$ cat config.mk
export PLATFORM = sky130hd
export DESIGN_NAME = alu_mdu
export DESIGN_NICKNAME = d
export VERILOG_FILES = /design/src/rtl/alu_mdu.sv
export SDC_FILE = /design/constraint.sdc
export NUM_CORES = 1
export LEC_CHECK = 0
export CAP_MARGIN = 20
export CORE_ASPECT_RATIO = 1.2
export CORE_UTILIZATION = 53
export DETAILED_ROUTE_END_ITERATION = 10
export PLACE_DENSITY = 0.75
export SLEW_MARGIN = 10
export SYNTH_ARGS = -nofsm -noshare
export SYNTH_HDL_FRONTEND = slang
export SYNTH_SLANG_ARGS = --single-unit
$ cat constraint.sdc
create_clock -name clk -period 10.1 [get_ports clk]
set_input_delay 2.02 -clock clk [delete_from_list [all_inputs] [get_ports clk]]
set_output_delay 2.02 -clock clk [all_outputs]
set_load 0.05 [all_outputs]
$ cat src/rtl/alu_mdu.sv
// alu_mdu: EX-stage ALU with an iterative multiply/divide unit.
// Single-cycle ops register result/zero in one edge. mult/div run one
// shift-add or restoring shift-subtract step per cycle for WIDTH cycles.
// A final FIX cycle then applies the sign correction and writes hi/lo.
module alu_mdu #(
  parameter int WIDTH = 32
) (
  input  logic             clk,
  input  logic             rst_n,
  input  logic             start,
  input  logic [1:0]       aluop,
  input  logic [5:0]       funct,
  input  logic [WIDTH-1:0] a,
  input  logic [WIDTH-1:0] b,
  output logic [WIDTH-1:0] result,
  output logic             zero,
  output logic [WIDTH-1:0] hi,
  output logic [WIDTH-1:0] lo,
  output logic             busy,
  output logic             done,
  output logic             illegal
);
  localparam int CW = $clog2(WIDTH + 1);

  typedef enum logic [1:0] {IDLE, ITER, FIX} state_t;
  typedef enum logic [2:0] {K_ALU, K_MULT, K_MULTU, K_DIV, K_DIVU, K_BAD} kind_t;

  state_t             state;
  kind_t              kind;
  logic [WIDTH-1:0]   alu_res;
  logic [CW-1:0]      cnt;
  logic               is_div;
  logic               neg_q;
  logic               neg_r;
  // Shared datapath: mult uses acc_hi:acc_lo as the product/multiplier
  // shift register; div uses acc_hi as the remainder and acc_lo as the
  // dividend/quotient shift register. opnd holds multiplicand or divisor.
  logic [WIDTH-1:0]   acc_hi;
  logic [WIDTH-1:0]   acc_lo;
  logic [WIDTH-1:0]   opnd;

  logic               signed_op;
  logic               a_neg;
  logic               b_neg;
  logic               is_div_op;
  logic [WIDTH-1:0]   a_mag;
  logic [WIDTH-1:0]   b_mag;
  logic [WIDTH:0]     mul_sum;
  logic [WIDTH:0]     shifted;
  logic [WIDTH-1:0]   diff;
  logic               ge;
  logic [2*WIDTH-1:0] prod;
  logic [2*WIDTH-1:0] prod_neg;

  // Decode aluop/funct into an operation class and the single-cycle result.
  always_comb begin
    kind    = K_BAD;
    alu_res = '0;
    case (aluop)
      2'b00: begin kind = K_ALU; alu_res = a + b; end
      2'b01: begin kind = K_ALU; alu_res = a - b; end
      2'b10: begin
        case (funct)
          6'b100000, 6'b100001: begin kind = K_ALU; alu_res = a + b; end
          6'b100010, 6'b100011: begin kind = K_ALU; alu_res = a - b; end
          6'b100100: begin kind = K_ALU; alu_res = a & b; end
          6'b100101: begin kind = K_ALU; alu_res = a | b; end
          6'b100110: begin kind = K_ALU; alu_res = a ^ b; end
          6'b100111: begin kind = K_ALU; alu_res = ~(a | b); end
          6'b101010: begin kind = K_ALU; alu_res = {{(WIDTH-1){1'b0}}, $signed(a) < $signed(b)}; end
          6'b101011: begin kind = K_ALU; alu_res = {{(WIDTH-1){1'b0}}, a < b}; end
          6'b010000: begin kind = K_ALU; alu_res = hi; end
          6'b010010: begin kind = K_ALU; alu_res = lo; end
          6'b011000: kind = K_MULT;
          6'b011001: kind = K_MULTU;
          6'b011010: kind = K_DIV;
          6'b011011: kind = K_DIVU;
          default:   kind = K_BAD;
        endcase
      end
      default: kind = K_BAD;
    endcase
  end

  // Operand magnitudes for the signed ops; unsigned ops pass through.
  assign signed_op = (kind == K_MULT) || (kind == K_DIV);
  assign is_div_op = (kind == K_DIV) || (kind == K_DIVU);
  assign a_neg     = signed_op & a[WIDTH-1];
  assign b_neg     = signed_op & b[WIDTH-1];
  assign a_mag     = a_neg ? -a : a;
  assign b_mag     = b_neg ? -b : b;

  // One multiply step: conditionally add the multiplicand, then shift right.
  assign mul_sum  = {1'b0, acc_hi} + (acc_lo[0] ? {1'b0, opnd} : {(WIDTH+1){1'b0}});
  // One restoring divide step: shift in the next dividend bit, trial-subtract.
  // When the subtraction succeeds the difference is below 2^WIDTH, so the
  // low WIDTH bits of the shifted remainder are enough to form it.
  assign shifted  = {acc_hi, acc_lo[WIDTH-1]};
  assign ge       = shifted >= {1'b0, opnd};
  assign diff     = shifted[WIDTH-1:0] - opnd;
  assign prod     = {acc_hi, acc_lo};
  assign prod_neg = -prod;

  // Control FSM with registered outputs and the iterative datapath.
  always_ff @(posedge clk or negedge rst_n) begin
    if (!rst_n) begin
      state   <= IDLE;
      result  <= '0;
      zero    <= 1'b1;
      hi      <= '0;
      lo      <= '0;
      busy    <= 1'b0;
      done    <= 1'b0;
      illegal <= 1'b0;
      cnt     <= '0;
      is_div  <= 1'b0;
      neg_q   <= 1'b0;
      neg_r   <= 1'b0;
      acc_hi  <= '0;
      acc_lo  <= '0;
      opnd    <= '0;
    end else begin
      done    <= 1'b0;
      illegal <= 1'b0;
      case (state)
        IDLE: begin
          if (start) begin
            case (kind)
              K_ALU: begin
                result <= alu_res;
                zero   <= (alu_res == '0);
                done   <= 1'b1;
              end
              K_BAD: begin
                result  <= '0;
                zero    <= 1'b1;
                done    <= 1'b1;
                illegal <= 1'b1;
              end
              default: begin
                is_div <= is_div_op;
                acc_hi <= '0;
                if (is_div_op) begin
                  acc_lo <= a_mag;
                  opnd   <= b_mag;
                  // A zero divisor keeps the all-ones quotient unsigned.
                  neg_q  <= (a_neg ^ b_neg) & (b != '0);
                  neg_r  <= a_neg;
                end else begin
                  acc_lo <= b_mag;
                  opnd   <= a_mag;
                  neg_q  <= a_neg ^ b_neg;
                  neg_r  <= 1'b0;
                end
                cnt   <= CW'(WIDTH);
                busy  <= 1'b1;
                state <= ITER;
              end
            endcase
          end
        end
        ITER: begin
          if (is_div) begin
            acc_hi <= ge ? diff : shifted[WIDTH-1:0];
            acc_lo <= {acc_lo[WIDTH-2:0], ge};
          end else begin
            {acc_hi, acc_lo} <= {mul_sum, acc_lo[WIDTH-1:1]};
          end
          cnt <= cnt - 1'b1;
          if (cnt == CW'(1)) state <= FIX;
        end
        FIX: begin
          if (is_div) begin
            lo <= neg_q ? -acc_lo : acc_lo;
            hi <= neg_r ? -acc_hi : acc_hi;
          end else begin
            {hi, lo} <= neg_q ? prod_neg : prod;
          end
          done  <= 1'b1;
          busy  <= 1'b0;
          state <= IDLE;
        end
        default: state <= IDLE;
      endcase
    end
  end
endmodule

## Word-level counts from Yosys, hierarchy flattened

Cells that the tools add are included.

- Output and inout bits: 100
- Input bits: 75
- Bits in registers: 207

- Eq/ne operators: 28
- Bitwise operators: 9
- Reductions and logical operators: 20
- Mux-type cells: 43
- Add/sub/neg operators: 10
- Order comparisons: 3

Operators by type and width:

| kind | number |
|---|---|
| 32-bit two-way mux | 16 |
| 32-bit one-hot mux with 10 select lines | 1 |
| 32-bit one-hot mux with 2 select lines | 3 |
| 32-bit negation | 4 |
| 32-bit one-hot mux with 3 select lines | 1 |
| 32-bit < comparator | 2 |
| 64-bit two-way mux | 1 |
| 64-bit negation | 1 |
| 32-bit subtractor | 2 |
| 6-bit == test, second input constant | 10 |
| 6-bit by 5-bit == test with 1-bit output, second input constant | 6 |
| 32-bit by 32-bit adder with 33-bit output | 1 |
| 33-bit by 32-bit >= comparator with 1-bit output | 1 |
| 32-bit adder | 1 |
| 32-bit AND | 1 |
| 32-bit logical NOT | 1 |
| 32-bit inverter | 1 |
| 32-bit OR | 1 |
| 32-bit nonzero test | 1 |
| 32-bit XOR | 1 |
| 3-bit one-hot mux with 5 select lines | 1 |
| 3-bit AND reduction | 5 |
| 6-bit two-way mux | 2 |
| 6-bit one-hot mux with 2 select lines | 1 |
| 22 further kinds | 48 |

## Depth between registers and ports, before layout

Gate-level depths: netlist of the first run.

- Depth after elaboration: 12
- Depth in mapped cells: 16

## Least setup slack after synthesis of the first run

OpenSTA, ideal clock, no wires.

- Kind: input -> register
- Start point: input port a[2]
- End point: register zero
- Path buffers: 1
- Stages on the path: 15
- Library setup time: 72 ps
- Required time: 10028 ps
- Setup slack: 5096 ps
- Data arrival time: 4933 ps
- Path through: inv_1 > ha_1 > buf_2 > nor2b_1 > a211o_1 > a2111oi_4 > a21oi_2 > o31a_1 > xnor2_1 > a221o_1 > nor4_1 > nand4_1 > nor3_1 > nand4_1 > o21ai_1

- Cells in the longest elaborated chain, start to end: 6
- Elaborated cells between the ends (all ways): 12
- Classes of those cells: 2 x add/sub; 2 x order compare; 3 x mux; 4 x bitwise; 1 x reduce/logical

RTL lines:

| what | RTL line | source |
|---|---|---|
| start, declared | 13 | `input logic [WIDTH-1:0] a,` |
| parallel branches: the longest is 3 deep, another holds 32-bit subtractor | - |  |
| 32-bit one-hot mux with 3 select lines (*) | 59 | `case (aluop)` |
| 32-bit logical NOT (*) | 131 | `zero <= (alu_res == '0);` |
| 1-bit one-hot mux with 2 select lines (*) | 128 | `case (kind)` |
| end signal, assigned | 131 |  |
| end, declared | 16 | `output logic zero,` |

Every way passes the cells marked *.
A chain may end at the register's enable or synchronous reset.

## Worst setup path in the final report of the first run

- Start point: input port a[0]
- End point: register zero

The elaborated chain is that of the path after synthesis.

==> impl_metrics.py, run 1 <==
metrics = {
    "cts": {
        "post_cts_resized": 0,
        "root_buffer": "clkbuf_16",
        "cts.sinks": 207,
        "insertion_delay_ns": 0.56,
        "h-tree-depth": 1,
        "clockBufferDepth": 3,
        "postCtsSetupBuffers": 0,
        "clkTransAtPathRegs_ns": 0.08,
        "cts_tree": "yes",
        "cts_inserted_buffers": 24,
        "ctsHoldBuffers": 0,
    },
    "timing": {
        "layout_min_cycle_time_ns": 5.95,
        "hold_viol_final": 0,
        "worst_slew_pin_slew_ns": 1.22,
        "fin_skew_ns": 0.0188,
        "fmax_mhz": 168,
        "fin_tns_setup_ns": 0,
        "rsz0062_at_grt": "no",
        "relSlewSlack_pct": 18.1,
        "fin_crit_sh_pct": 58.9,
        "maxSlewViolCount": 0,
        "setup_viol": 0,
    },
    "global_routing": {
        "overflow": 0,
        "grt_usage_pct": 40.4,
        "grt_max_degree": 93,
        "grt_pass1_wl_mm": 132,
        "antenna_found_initial": 0,
        "grt_pass1_vias": 22400,
    },
    "finish": {
        "layout_common_cells": "nand2_1 (366), o21ai_0 (296), nor2_1 (282)",
        "syn2layout_area_growth_pct": 13.2,
        "layout-drive-gt1-share_pct": 4.43,
        "fin_util_pct": 61.1,
        "final_nets": 3253,
        "n_antenna_cell": 0,
        "final_common_cell": "nand2_1",
    },
    "yosys": {
        "postSynthAreaPerCell_um2": 7.49,
        "yosys_warnings": 0,
        "ys_ff_latch": 207,
        "async_flop_share_pct": 100,
        "synth_edf_count": 0,
        "yosysSeqAreaShare_pct": 23.4,
        "netlist_area_mm2": 0.0221,
        "synthCells": 2951,
        "ys.flop_type": "dfrtp_1",
        "synth_cell_type_count": 98,
        "synthesis.nets": 3199,
    },
    "route": {
        "vias": 23200,
        "post_drt_wl_per_cell_um": 24.6,
        "dr.pass1.iters": 9,
        "drc": 0,
        "wl_mm": 87.6,
        "detail-route-antenna-nets": 0,
        "post_drt_via_cell_ratio": 6.52,
        "drtIter0Drc": 2464,
    },
    "place": {
        "dp_hpwl_mm": 67.3,
        "routabilityCongestion": 1.01,
        "port_buffers": 174,
    },
    "setup_path": {
        "cp_top_family": "compound AO/OA/AOI/OAI gates",
        "cp_max_fo": 6,
        "max_stage_delay_ns": 0.54,
        "r2r_slack_ns": 5.68,
        "required_ns": 10.60,
        "crit_type": "primary input to flip-flop",
        "crit_buf_inv": 3,
        "r2r_end": "acc_hi[26]",
        "slowest_stage": "clkdlybuf4s50_1",
        "start_kind": "primary input",
        "r2r_start": "acc_hi[0]",
        "cp.arrival_ns": 6.45,
        "path_depth": 17,
        "end_kind": "flip-flop",
        "path_cells": "clkdlybuf4s50_1 -> inv_1 -> ha_1 -> inv_1 -> fa_1 -> nor2b_1 -> o21ai_0 -> a31oi_1 -> a211oi_1 -> a21oi_1 -> o311ai_0 -> a22oi_1 -> nor4_1 -> nand4_1 -> nor3_1 -> nand4_1 -> o21ai_1",
        "r2r.worst_path.cells": 14,
    },
    "pwr": {
        "p_clk_share_pct": 16.9,
        "power_switching_w": 0.00303,
        "power_leakage_nw": 10.7,
        "swShare_pct": 50.0,
        "pwr-share-comb_pct": 56.3,
        "p_int_w": 0.00303,
        "power_density_mw_per_mm2": 242,
        "seqPwrFrac_pct": 26.8,
        "ir_drop_mv": 0.217,
    },
    "hold_path": {
        "whs_path_depth": 2,
        "min_from": "result[4]",
        "hold_path.class": "flip-flop to flip-flop",
        "min_to": "result[4]",
    },
    "run_status": {
        "status": "complete, no violations",
    },
    "floorplanning": {
        "fp.dieH_um": 226,
        "io_pins": 175,
        "dieArea_mm2": 0.0425,
        "num_rows": 81,
        "die_w_um": 188,
        "core_mm2": 0.0409,
        "start_util_pct": 54.0,
    },
    "flow_run": {
        "timing.max_cap.violations": 0,
    },
}
## power by group through the flow
stage	Combinational (W)	Sequential (W)	Clock [W]
4_1_cts	0.00337	0.00160	0.00102
5_1_grt	0.00370	0.00165	0.00105
3_3_place_gp	0.00325	0.00160	0
2_1_floorplan	0.00199	0.00189	0
3_5_place_dp	0.00334	0.00161	0
6_report	0.00341	0.00163	0.00102
## cells in the mapped netlist (19+ instances only)
cell type,number,area [um2]
a31oi_1,39,244
a22oi_1,32,240
mux2i_1,106,1060
nor3_1,62,310
nor2_1,283,1060
inv_1,152,571
nand3_1,48,240
and2_1,21,131
a21o_1,60,450
buf_2,24,120
o21ai_0,296,1480
clkbuf_1,139,522
nor2b_1,29,181
o31ai_1,28,210
a21oi_1,213,1070
nand2b_1,26,163
nor4_1,28,175
nand4_1,19,119
nand2_1,369,1390
dfrtp_1,206,5150
and3_1,22,138
xnor2_1,160,1400
ha_1,169,2110
or3_1,24,150
xor2_1,64,561
## kinds of logic (layout without fill, tap and decap cells)
kind of cell | count (synthesis) | in the layout | share of synthesized area [%]
xor+xnor | 224 | 224 | 8.88
fa+ha+maj | 173 | 173 | 9.93
buf+inv | 335 | 406 | 5.96
flops | 207 | 207 | 23.4
compound gates | 911 | 911 | 26.2
simple gates | 989 | 989 | 20.5
mux | 112 | 112 | 5.11
## worst min-delay path, stage by stage, from the launching register on
cell     delay (ns)
dfrtp_1        0.34
nand2_1        0.05
nand2_1        0.05
## registers in the layout, summed over array words and instances, names as in the netlist
name and flops:
acc_hi 32, acc_lo 32, hi 32, lo 32, opnd 32, result 32
cnt 6, state 2, busy 1, done 1, illegal 1, is_div 1
neg_q 1, neg_r 1, zero 1
## through the flow
step | power [W] | area [um2] | cells | hold slack, ns | worst slack, ns
finish | 0.00606 | 25000 | 3561 | 0.471 | 4.15
global route | 0.00640 | 25000 | 3561 | 0.488 | 3.85
CTS | 0.00599 | 25000 | 3561 | 0.475 | 4.19
detailed placement | 0.00495 | 24100 | 3518 | 0.462 | 3.61
global placement | 0.00486 | 24100 | 3518 | 0.458 | 3.66
floorplan | 0.00388 | 22100 | 2951 | 0.450 | 5.10
## layout make-up
class	instances	area, um2
clock inverters	11	213
fillers	3702	15900
inverters	155	582
flip-flops and latches	207	5180
repair buffers	208	1990
clock buffers	32	692
multi-input cells	2409	15700
well taps	539	674
## per-layer routing
layer,routed length (um),global-route usage (%),vias to the layer above
met1,35700,52.0,11100
met5,0,0,-
met3,6850,4.90,243
li1,-,-,10600
met2,40400,66.8,1176
met4,4700,20.1,0
## worst max-delay path by stage
stage	start	end	slack [ns]
floorplan	a[2]	zero	5.10
global placement	a[1]	zero	3.66
detailed placement	a[1]	zero	3.61
CTS	a[0]	zero	4.19
global route	a[0]	zero	3.85
finish	a[0]	zero	4.15
(Power assumes the default switching activity.)
==> run 2, diff against run 1 <==
- clock period: 10.1 -> 5.5 ns (I/O delays scaled with it)
==> run 2 against run 1 <==
Against the previous run: sequential power grew 83%; combinational power up 87%; routed wire length up 1.3%; worst hold slack better by 0.0021 ns; setup slack worse by 3.5 ns; design area is 2.4% higher; clock power grew 73%; non-clock buffer count grew 83; clock skew hardly changed; sequential cell count is the same; utilization rose by 1.5 points; critical endpoint unchanged.
==> impl_metrics.py, run 2 (same netlist as run 1, synthesis figures left out) <==
metrics = {
    "setup_path": {
        "path_cells": "clkdlybuf4s50_1 -> ha_1 -> inv_1 -> fa_1 -> nor2b_1 -> o21ai_0 -> a31oi_1 -> a211oi_1 -> a211o_1 -> a32oi_1 -> or4_1 -> nor4_1 -> nand4_1 -> nor3_1 -> nand4_1 -> o21ai_1",
        "max_stage_delay_ns": 0.59,
        "r2r_end": "acc_hi[26]",
        "r2r.worst_path.cells": 14,
        "r2r_slack_ns": 1.10,
        "cp_top_family": "compound AO/OA/AOI/OAI gates",
        "path_common_cell": "nand4_1",
        "crit_buf_inv": 2,
        "cp_max_fo": 4,
        "r2r_start": "acc_hi[0]",
        "end_kind": "flip-flop",
        "slowest_stage": "a211oi_1",
        "crit_type": "primary input to flip-flop",
        "cp.arrival_ns": 5.31,
        "required_ns": 5.98,
        "start_kind": "primary input",
    },
    "cts": {
        "insertion_delay_ns": 0.56,
        "root_buffer": "clkbuf_16",
        "cts_inserted_buffers": 25,
        "post_cts_resized": 0,
        "h-tree-depth": 1,
        "cts.sinks": 207,
        "clkTransAtPathRegs_ns": 0.06,
        "cts_tree": "yes",
        "ctsHoldBuffers": 0,
        "clockBufferDepth": 3,
        "postCtsSetupBuffers": 0,
    },
    "timing": {
        "relSlewSlack_pct": 20.4,
        "setup_viol": 0,
        "fin_skew_ns": 0.0187,
        "fin_crit_sh_pct": 88.0,
        "hold_viol_final": 0,
        "fmax_mhz": 207,
        "fin_tns_setup_ns": 0,
        "maxSlewViolCount": 0,
        "rsz0062_at_grt": "no",
        "layout_min_cycle_time_ns": 4.84,
        "worst_slew_pin_slew_ns": 1.18,
    },
    "floorplanning": {
        "core_mm2": 0.0409,
        "die_w_um": 188,
        "dieArea_mm2": 0.0425,
        "num_rows": 81,
        "io_pins": 175,
        "start_util_pct": 54.0,
        "fp.dieH_um": 226,
    },
    "finish": {
        "fin_util_pct": 62.5,
        "layout-drive-gt1-share_pct": 6.92,
        "layout_common_cells": "nand2_1 (366), o21ai_0 (296), nor2_1 (282)",
        "final_common_cell": "nand2_1",
        "n_antenna_cell": 0,
        "final_nets": 3337,
        "syn2layout_area_growth_pct": 15.9,
    },
    "route": {
        "wl_mm": 88.8,
        "detail-route-antenna-nets": 0,
        "vias": 23600,
        "post_drt_via_cell_ratio": 6.47,
        "drc": 0,
        "dr.pass1.iters": 9,
        "drtIter0Drc": 2700,
        "post_drt_wl_per_cell_um": 24.4,
    },
    "hold_path": {
        "min_from": "result[9]",
        "hold_path.class": "flip-flop to flip-flop",
        "whs_path_depth": 2,
        "min_to": "result[9]",
    },
    "pwr": {
        "power_density_mw_per_mm2": 434,
        "power_leakage_nw": 11.1,
        "ir_drop_mv": 0.409,
    },
    "global_routing": {
        "grt_pass1_wl_mm": 134,
        "overflow": 0,
        "grt_usage_pct": 41.0,
        "grt_pass1_vias": 22800,
        "grt_max_degree": 116,
        "antenna_found_initial": 1,
    },
    "place": {
        "dp_hpwl_mm": 69.6,
        "port_buffers": 174,
        "routabilityCongestion": 1.06,
    },
    "flow_run": {
        "timing.max_cap.violations": 0,
    },
    "run_status": {
        "status": "complete, no violations",
    },
}
run 2: cell types whose count changed in the layout (fill, tap and decap cells not counted), sizes merged:
cell	before	now
clkinvlp	3	1
buf	37	120
clkbuf	32	34
clkinv	3	5
bufinv	6	4
inv	154	155
run 2: layer usage:
| metal | wire length [um] | GRT usage, % | up-vias | share of wire [%] |
|---|---|---|---|---|
| met5 | 0 | 0 | - | 0 |
| li1 | - | - | 10800 | - |
| met1 | 35600 | 52.1 | 11300 | 40 |
| met4 | 4410 | 19.0 | 0 | 5.0 |
| met3 | 7980 | 6.98 | 240 | 9.0 |
| met2 | 40800 | 67.8 | 1249 | 46 |
run 2: how the worst max path moves through the flow:
stage / startpoint / end / slack, ns / depth (start not counted)
floorplan: a[2] / zero / 1.42 / 15
finish: b[0] / zero / 0.66 / 16
global route: a[0] / zero / 0.30 / 17
global placement: a[0] / zero / 0.13 / 17
CTS: a[0] / zero / 0.68 / 17
detailed placement: a[0] / zero / 0.15 / 17
run 2: stage by stage:
stage	hold slack [ns]	std cells	total power [W]	cell area (um2)	worst slack [ns]
floorplan	0.450	2951	0.00712	22100	1.42
global placement	0.458	3601	0.00898	24800	0.135
detailed placement	0.463	3601	0.00919	24800	0.146
CTS	0.477	3645	0.0110	25600	0.683
global route	0.500	3645	0.0117	25600	0.300
finish	0.473	3645	0.0111	25600	0.662
run 2: worst register-to-register path: stages, from the launching register on:
cell and delay [ns]:
dfrtp_1 0.56, ha_1 0.39, nor2b_1 0.12, o21ai_0 0.11, a21boi_1 0.25, or4_1 0.20, and2_1 0.18, a21oi_1 0.16
a2111oi_1 0.85, nor3_1 0.23, o31ai_4 0.27, buf_12 0.28, mux2_1 0.38, a21oi_1 0.17, o22ai_1 0.09
run 2: report_power, final:
| part | switching, W | leakage, nW | internal, W |
|---|---|---|---|
| clock network | 0.000697 | 0.415 | 0.00106 |
| logic | 0.00397 | 8.09 | 0.00241 |
| registers | 0.000923 | 2.60 | 0.00207 |
| total | 0.00558 | 11.1 | 0.00554 |
run 2: final cells by class:
cell class | count | area [um2]
multi-input cells | 2409 | 15700
fillers | 3621 | 15300
flip-flops and latches | 207 | 5180
repair buffers | 291 | 2660
clock buffers | 34 | 689
well taps | 539 | 674
inverters | 155 | 582
clock inverters | 10 | 163
